--- config.mk ---
export PLATFORM = sky130hd
export DESIGN_NAME = piton_vortex_noc_req_deser_flat
export DESIGN_NICKNAME = d
export VERILOG_FILES = /design/src/rtl/piton_vortex_noc_req_deser_if.sv /design/src/rtl/piton_vortex_noc_req_deser.sv /design/src/flat_wrapper.sv
export SDC_FILE = /design/constraint.sdc
export NUM_CORES = 1
export LEC_CHECK = 0
export CAP_MARGIN = 25
export CORE_AREA = 2 2 273 275
export CTS_BUF_LIST = sky130_fd_sc_hd__clkbuf_2
export CTS_CLUSTER_DIAMETER = 120
export CTS_CLUSTER_SIZE = 10
export DETAILED_ROUTE_END_ITERATION = 10
export DIE_AREA = 0 0 275 277
export PLACE_DENSITY = 0.59
export REMOVE_ABC_BUFFERS = 1
export SLEW_MARGIN = 25
export SYNTH_ARGS = -nofsm -noshare
export SYNTH_HDL_FRONTEND = slang
export SYNTH_SLANG_ARGS = --single-unit
--- constraint.sdc ---
create_clock -name sys_clk -period 27.9 [get_ports sys_clk]
set_clock_uncertainty 0.1 [all_clocks]
set_input_delay 4.185 -clock sys_clk [delete_from_list [all_inputs] [get_ports sys_clk]]
set_output_delay 4.185 -clock sys_clk [all_outputs]
set_load 0.02 [all_outputs]
--- src/rtl/piton_vortex_noc_req_deser_if.sv ---
// -----------------------------------------------------------------------------
// piton_vortex_noc_req_deser_if
// Bundles the flit-side and record-side signals of the NoC2 request
// deserializer.
//   Flit side  : splitter_deser_val / splitter_deser_data in,
//                deser_splitter_rdy out.
//   Record side: req_val and the req_* fields out, req_rdy in.
// Modports:
//   master - the environment. It sources flits and consumes records.
//   slave  - the deserializer itself.
// -----------------------------------------------------------------------------
interface piton_vortex_noc_req_deser_if #(
  parameter int NOC_DATA_WIDTH = 64,
  parameter int MAX_DATA_FLITS = 8,
  parameter int CNT_W          = 8
);
  logic                                     splitter_deser_val;
  logic [NOC_DATA_WIDTH-1:0]                splitter_deser_data;
  logic                                     deser_splitter_rdy;

  logic                                     req_val;
  logic                                     req_rdy;
  logic [7:0]                               req_type;
  logic [7:0]                               req_mshr;
  logic [7:0]                               req_len;
  logic [47:0]                              req_addr;
  logic [2:0]                               req_size;
  logic [29:0]                              req_src;
  logic [NOC_DATA_WIDTH*MAX_DATA_FLITS-1:0] req_data;
  logic [CNT_W-1:0]                         req_ndata;
  logic                                     req_err;

  modport master (
    output splitter_deser_val, splitter_deser_data, req_rdy,
    input  deser_splitter_rdy, req_val, req_type, req_mshr, req_len,
           req_addr, req_size, req_src, req_data, req_ndata, req_err
  );

  modport slave (
    input  splitter_deser_val, splitter_deser_data, req_rdy,
    output deser_splitter_rdy, req_val, req_type, req_mshr, req_len,
           req_addr, req_size, req_src, req_data, req_ndata, req_err
  );
endinterface

--- src/rtl/piton_vortex_noc_req_deser.sv ---
// -----------------------------------------------------------------------------
// piton_vortex_noc_req_deser
// Rebuilds one OpenPiton NoC2 request packet from 64-bit flits into a single
// parallel request record. The record holds the header fields, the address,
// the source and up to MAX_DATA_FLITS payload words. Only one packet is held
// at a time. The flit input stalls while a record waits for the bridge.
// Ports:
//   sys_clk - clock
//   sys_rst - asynchronous, active-high reset
//   bus     - slave modport. It carries the flit handshake in and the
//             request record with its valid/ready handshake out.
// -----------------------------------------------------------------------------
module piton_vortex_noc_req_deser #(
  parameter int NOC_DATA_WIDTH = 64,
  parameter int MAX_DATA_FLITS = 8,
  parameter int CNT_W          = 8
) (
  input logic                           sys_clk,
  input logic                           sys_rst,
  piton_vortex_noc_req_deser_if.slave   bus
);

  localparam logic [2:0] S_HDR1 = 3'd0;
  localparam logic [2:0] S_HDR2 = 3'd1;
  localparam logic [2:0] S_HDR3 = 3'd2;
  localparam logic [2:0] S_DATA = 3'd3;
  localparam logic [2:0] S_HOLD = 3'd4;

  localparam int DW = NOC_DATA_WIDTH * MAX_DATA_FLITS;

  logic [2:0]       state_q, state_d;
  logic [CNT_W-1:0] rem_q,   rem_d;
  logic [7:0]       type_q,  type_d;
  logic [7:0]       mshr_q,  mshr_d;
  logic [7:0]       len_q,   len_d;
  logic [47:0]      addr_q,  addr_d;
  logic [2:0]       size_q,  size_d;
  logic [29:0]      src_q,   src_d;
  logic [DW-1:0]    data_q,  data_d;
  logic [CNT_W-1:0] ndata_q, ndata_d;
  logic             err_q,   err_d;
  logic             accept;

  // Ready depends only on state, so a record in HOLD can never race a new flit.
  assign bus.deser_splitter_rdy = (state_q != S_HOLD);
  assign accept                 = bus.splitter_deser_val && bus.deser_splitter_rdy;

  always_comb begin
    // NOTE: every signal driven here gets its hold value first. Then no
    // path through the case leaves one unassigned, and no latch is inferred.
    state_d = state_q;
    rem_d   = rem_q;
    type_d  = type_q;
    mshr_d  = mshr_q;
    len_d   = len_q;
    addr_d  = addr_q;
    size_d  = size_q;
    src_d   = src_q;
    data_d  = data_q;
    ndata_d = ndata_q;
    err_d   = err_q;

    case (state_q)
      S_HDR1: if (accept) begin
        type_d  = bus.splitter_deser_data[21:14];
        mshr_d  = bus.splitter_deser_data[13:6];
        len_d   = bus.splitter_deser_data[29:22];
        data_d  = '0;
        ndata_d = '0;
        err_d   = 1'b0;
        rem_d   = bus.splitter_deser_data[29:22];
        if (bus.splitter_deser_data[29:22] == 8'd0) begin
          err_d   = 1'b1;
          state_d = S_HOLD;
        end else begin
          state_d = S_HDR2;
        end
      end

      S_HDR2: if (accept) begin
        addr_d = bus.splitter_deser_data[63:16];
        size_d = bus.splitter_deser_data[15:13];
        rem_d  = rem_q - CNT_W'(1);
        // A packet with no room for flit3 is truncated.
        if (rem_q == CNT_W'(1)) begin
          err_d   = 1'b1;
          state_d = S_HOLD;
        end else begin
          state_d = S_HDR3;
        end
      end

      S_HDR3: if (accept) begin
        src_d   = bus.splitter_deser_data[63:34];
        rem_d   = rem_q - CNT_W'(1);
        state_d = (rem_q == CNT_W'(1)) ? S_HOLD : S_DATA;
      end

      S_DATA: if (accept) begin
        if (ndata_q < CNT_W'(MAX_DATA_FLITS)) begin
          for (int i = 0; i < MAX_DATA_FLITS; i++) begin
            if (ndata_q == CNT_W'(i)) begin
              data_d[i*NOC_DATA_WIDTH +: NOC_DATA_WIDTH] = bus.splitter_deser_data;
            end
          end
          ndata_d = ndata_q + CNT_W'(1);
        end else begin
          // Payload longer than the record can hold: keep draining, flag it.
          err_d = 1'b1;
        end
        rem_d = rem_q - CNT_W'(1);
        if (rem_q == CNT_W'(1)) state_d = S_HOLD;
      end

      S_HOLD: if (bus.req_rdy) state_d = S_HDR1;

      default: state_d = S_HDR1;
    endcase
  end

  always_ff @(posedge sys_clk or posedge sys_rst) begin
    if (sys_rst) begin
      state_q <= S_HDR1;
      rem_q   <= '0;
      type_q  <= '0;
      mshr_q  <= '0;
      len_q   <= '0;
      addr_q  <= '0;
      size_q  <= '0;
      src_q   <= '0;
      // NOTE: the payload array is reset as well. The record has to read back
      // as all zeros after reset, even though HDR1 clears it for each packet.
      data_q  <= '0;
      ndata_q <= '0;
      err_q   <= 1'b0;
    end else begin
      // NOTE: state registers use non-blocking assignments. Every flop then
      // samples the values from before the edge, whatever the statement order.
      state_q <= state_d;
      rem_q   <= rem_d;
      type_q  <= type_d;
      mshr_q  <= mshr_d;
      len_q   <= len_d;
      addr_q  <= addr_d;
      size_q  <= size_d;
      src_q   <= src_d;
      data_q  <= data_d;
      ndata_q <= ndata_d;
      err_q   <= err_d;
    end
  end

  assign bus.req_val   = (state_q == S_HOLD);
  assign bus.req_type  = type_q;
  assign bus.req_mshr  = mshr_q;
  assign bus.req_len   = len_q;
  assign bus.req_addr  = addr_q;
  assign bus.req_size  = size_q;
  assign bus.req_src   = src_q;
  assign bus.req_data  = data_q;
  assign bus.req_ndata = ndata_q;
  assign bus.req_err   = err_q;

endmodule

--- src/flat_wrapper.sv ---
// flat-port wrapper written by rule: the top's interface ports become plain ports
module piton_vortex_noc_req_deser_flat 
#(
  parameter int NOC_DATA_WIDTH = 64,
  parameter int MAX_DATA_FLITS = 8,
  parameter int CNT_W          = 8
)
  (sys_clk, sys_rst, bus_splitter_deser_val, bus_splitter_deser_data, bus_req_rdy, bus_deser_splitter_rdy, bus_req_val, bus_req_type, bus_req_mshr, bus_req_len, bus_req_addr, bus_req_size, bus_req_src, bus_req_data, bus_req_ndata, bus_req_err);
  piton_vortex_noc_req_deser_if #(.NOC_DATA_WIDTH(NOC_DATA_WIDTH), .MAX_DATA_FLITS(MAX_DATA_FLITS), .CNT_W(CNT_W)) bus_i ();
  input logic sys_clk;
  input logic sys_rst;
  input wire logic [$bits(bus_i.splitter_deser_val)-1:0] bus_splitter_deser_val;
  input wire logic [$bits(bus_i.splitter_deser_data)-1:0] bus_splitter_deser_data;
  input wire logic [$bits(bus_i.req_rdy)-1:0] bus_req_rdy;
  output wire logic [$bits(bus_i.deser_splitter_rdy)-1:0] bus_deser_splitter_rdy;
  output wire logic [$bits(bus_i.req_val)-1:0] bus_req_val;
  output wire logic [$bits(bus_i.req_type)-1:0] bus_req_type;
  output wire logic [$bits(bus_i.req_mshr)-1:0] bus_req_mshr;
  output wire logic [$bits(bus_i.req_len)-1:0] bus_req_len;
  output wire logic [$bits(bus_i.req_addr)-1:0] bus_req_addr;
  output wire logic [$bits(bus_i.req_size)-1:0] bus_req_size;
  output wire logic [$bits(bus_i.req_src)-1:0] bus_req_src;
  output wire logic [$bits(bus_i.req_data)-1:0] bus_req_data;
  output wire logic [$bits(bus_i.req_ndata)-1:0] bus_req_ndata;
  output wire logic [$bits(bus_i.req_err)-1:0] bus_req_err;
  assign bus_i.splitter_deser_val = bus_splitter_deser_val;
  assign bus_i.splitter_deser_data = bus_splitter_deser_data;
  assign bus_i.req_rdy = bus_req_rdy;
  assign bus_deser_splitter_rdy = bus_i.deser_splitter_rdy;
  assign bus_req_val = bus_i.req_val;
  assign bus_req_type = bus_i.req_type;
  assign bus_req_mshr = bus_i.req_mshr;
  assign bus_req_len = bus_i.req_len;
  assign bus_req_addr = bus_i.req_addr;
  assign bus_req_size = bus_i.req_size;
  assign bus_req_src = bus_i.req_src;
  assign bus_req_data = bus_i.req_data;
  assign bus_req_ndata = bus_i.req_ndata;
  assign bus_req_err = bus_i.req_err;
  piton_vortex_noc_req_deser #(.NOC_DATA_WIDTH(NOC_DATA_WIDTH), .MAX_DATA_FLITS(MAX_DATA_FLITS), .CNT_W(CNT_W)) u_core (.sys_clk(sys_clk), .sys_rst(sys_rst), .bus(bus_i));
endmodule
==> metrics <==
status=finished clean; WL/cell=approximately 27 µm; routability cong.=between 0.7 and 0.8; vias in the first global route=around 18000; Worst R2R Start=u_core.state_q[1]; fmax=0.145 GHz; Worst-path clk slew=0.19 ns; Final Hold Vio Count=0; Residual DRC=0; Vias=17400; I/O Buffers=695; post-cts sizing count=0; leading post-synthesis cells by cell area=dfrtp_1 (65%), a22o_1 (13%), a22o_2 (6.5%); CP Launch Type=register; Clock power frac=0.113; Core ar.=73600 µm²; Max Root-Sink Buffers=3; CP Class=reg2out; Sequential Power Share=0.406; slew of the pin with the lowest slew margin=1.12 ns; IO Pins=696; WHS Path Cells=2; number of flops mapped to enable cells by yosys=0; Post-synth top cells=dfrtp_1 (637), a22o_1 (353), a22o_2 (159), nand2_1 (83), mux2_2 (81); final setup TNS=0 ns; detailed-route vias per instance=5.40; initial core utilization=0.331; CTS H-Tree Depth=3; Ys Warns=0; die area=between 70000 and 80000 µm²; total global routing overflow=0; sequential share of the synthesized area=0.654; switching power=0.00141 W; hold_buf cts=0; First-pass DRT Iterations=5; Worst R2R End=u_core.bus.req_data[116]; initial antenna violation count=2; setup violators final=0; # rows=100; cell-internal power=0.00221 W; postcts setup bufs=0; final worst path period share=0.247; Hold Crit Endpoint=u_core.bus.req_mshr[7]; largest net degree at the start of global routing=167; post-synth top area share=0.654; count of cell types in the netlist=52; Main synth FF type=dfrtp_1; Min Clock Period, post-route=6.89 ns; Switching Share=0.390; P&R area growth vs syn=30.8%; post-route ant nets=0; layout cell share with drive strength beyond 1=0.172; Pwr Density=114 nW/µm²; drt total wl=87900 µm; number of DRC markers in iteration 0=1340; count leader, synth=dfrtp_1; Hold Startpoint=u_core.bus.req_mshr[7]; Root Buffer=clkbuf_2; Post-synth ARST share=1.00; CTS sink count=~640; slew margin rel.=0.253; worst-path fanout max=13; Worst EP arrival=2.61 ns; Required @ worst endpoint=roughly 24 ns; post-synth top area cell=dfrtp_1; RSZ-0062 raised after global routing=no; CTS tree=yes; MaxCap Viol Count=0; Syn Area/Cell=15.0 µm²; PnR worst setup slack=21.01 ns; Die Y=277 µm; first-pass GRT wire length=129000 µm; worst-skew pair later-pin latency=approximately 1.1 ns; Reg2Reg Depth=4; die width=about 280 µm; register bit total from synthesis=approximately 640; dpl ws=19.54 ns; Final Slew Violations=0; HP Class=reg2reg; gr usage total=0.227; Cells after Synth=1627; R2R Setup Slk=24.29 ns; dpl hpwl=54900 µm; maximum VDD drop=0.0594 mV; combinational share of power=0.482; TritonCTS Buffers=74; Leak=14.2 nW; Netlist Area Pre-Place=approximately 24000 µm²; CP Capture Type=output pin; layout net count=2314
## critical path, cell delays in order (launching register included)
cell and delay, ns:
dfrtp_1 0.57, nor2_1 0.14, nand2_1 0.14, inv_1 0.09, clkdlybuf4s50_1 0.60
## flip-flops by register name (all words and copies together), names as in the netlist
signal                flops
u_core.bus.req_ndata      8
u_core.state_q            3
u_core.bus.req_mshr       8
u_core.bus.req_err        1
u_core.bus.req_size       3
u_core.bus.req_src       30
u_core.bus.req_type       8
u_core.rem_q              8
u_core.bus.req_len        8
u_core.bus.req_addr      48
u_core.bus.req_data     512
## metal layers
layer  track usage  vias to the layer above  share of wire
li1              -                     7236              -
met1         0.293                     9223           0.41
met2         0.371                      765           0.48
met3        0.0553                      149          0.076
met4        0.0794                        0          0.028
met5             0                        -              0
## worst max-delay path by stage
stage | start | end | cells after the start
5_1_grt | u_core.state_q[1] | bus_req_val | 4
4_1_cts | u_core.state_q[1] | bus_req_val | 4
6_report | u_core.state_q[1] | bus_req_val | 4
3_3_place_gp | sys_rst | u_core.bus.req_addr[21] | 5
2_1_floorplan | sys_rst | u_core.bus.req_addr[0] | 1
3_5_place_dp | sys_rst | u_core.bus.req_addr[21] | 5
## cells in the final DEF, fill, tap and decap left out, types with 3 or more instances in the layout
cell type / n
nand2b_1: 3
nor3_1: 3
buf_6: 5
o22ai_1: 4
nand3_1: 3
and3_4: 8
nor4_1: 3
nor2_1: 8
and2_1: 4
dfrtp_1: 637
clkbuf_2: 75
inv_1: 11
nor3_4: 5
clkdlybuf4s50_1: 695
ha_1: 6
a21oi_1: 7
o21ai_4: 8
o311ai_0: 3
a22o_2: 159
and3_1: 5
buf_4: 23
nand2_1: 83
a22o_1: 353
or4_1: 4
o21ai_0: 7
bufinv_16: 3
diode_2: 4
mux2_2: 81
## power by group through the flow
stage               sequential (W)  clock [W]  combinational, W
global route               0.00151   0.000463           0.00183
CTS                        0.00147   0.000429           0.00176
finish                     0.00147   0.000409           0.00175
global placement           0.00147          0           0.00175
floorplan                  0.00187          0          0.000405
detailed placement         0.00148          0           0.00176
## metrics by stage
step | area [µm²] | instances | hold slack [ns] | utilization | total power [W]
global route | 31800 | 3216 | 0.421 | 0.433 | 0.00380
global placement | 31200 | 3130 | 0.364 | 0.425 | 0.00322
CTS | 31800 | 3213 | 0.402 | 0.432 | 0.00366
detailed placement | 31300 | 3132 | 0.362 | 0.426 | 0.00324
finish | 31900 | 3218 | 0.402 | 0.433 | 0.00363
floorplan | 22800 | 1437 | 0.401 | - | 0.00228
## final cells by class
type,count,area (µm²)
fillers,6694,41700
flip-flops and latches,637,15900
repair buffers,727,7280
multi-input cells,788,6870
well taps,969,1210
clock buffers,75,375
clock inverters,6,116
inverters,12,52.6
diodes,4,10.0
## cells by family (layout without fill, tap and decap cells)
kind of cell	Yosys count	count (layout)	share of synthesized area
adders and majority gates	6	6	0.00308
other	0	4	0
and+or+nand+nor	145	145	0.0314
AOI/OAI and AO/OA	556	556	0.206
buffers and inverters	202	820	0.0675
DFF	637	637	0.654
muxes	81	81	0.0374
Power figures use the tool's default switching activity.
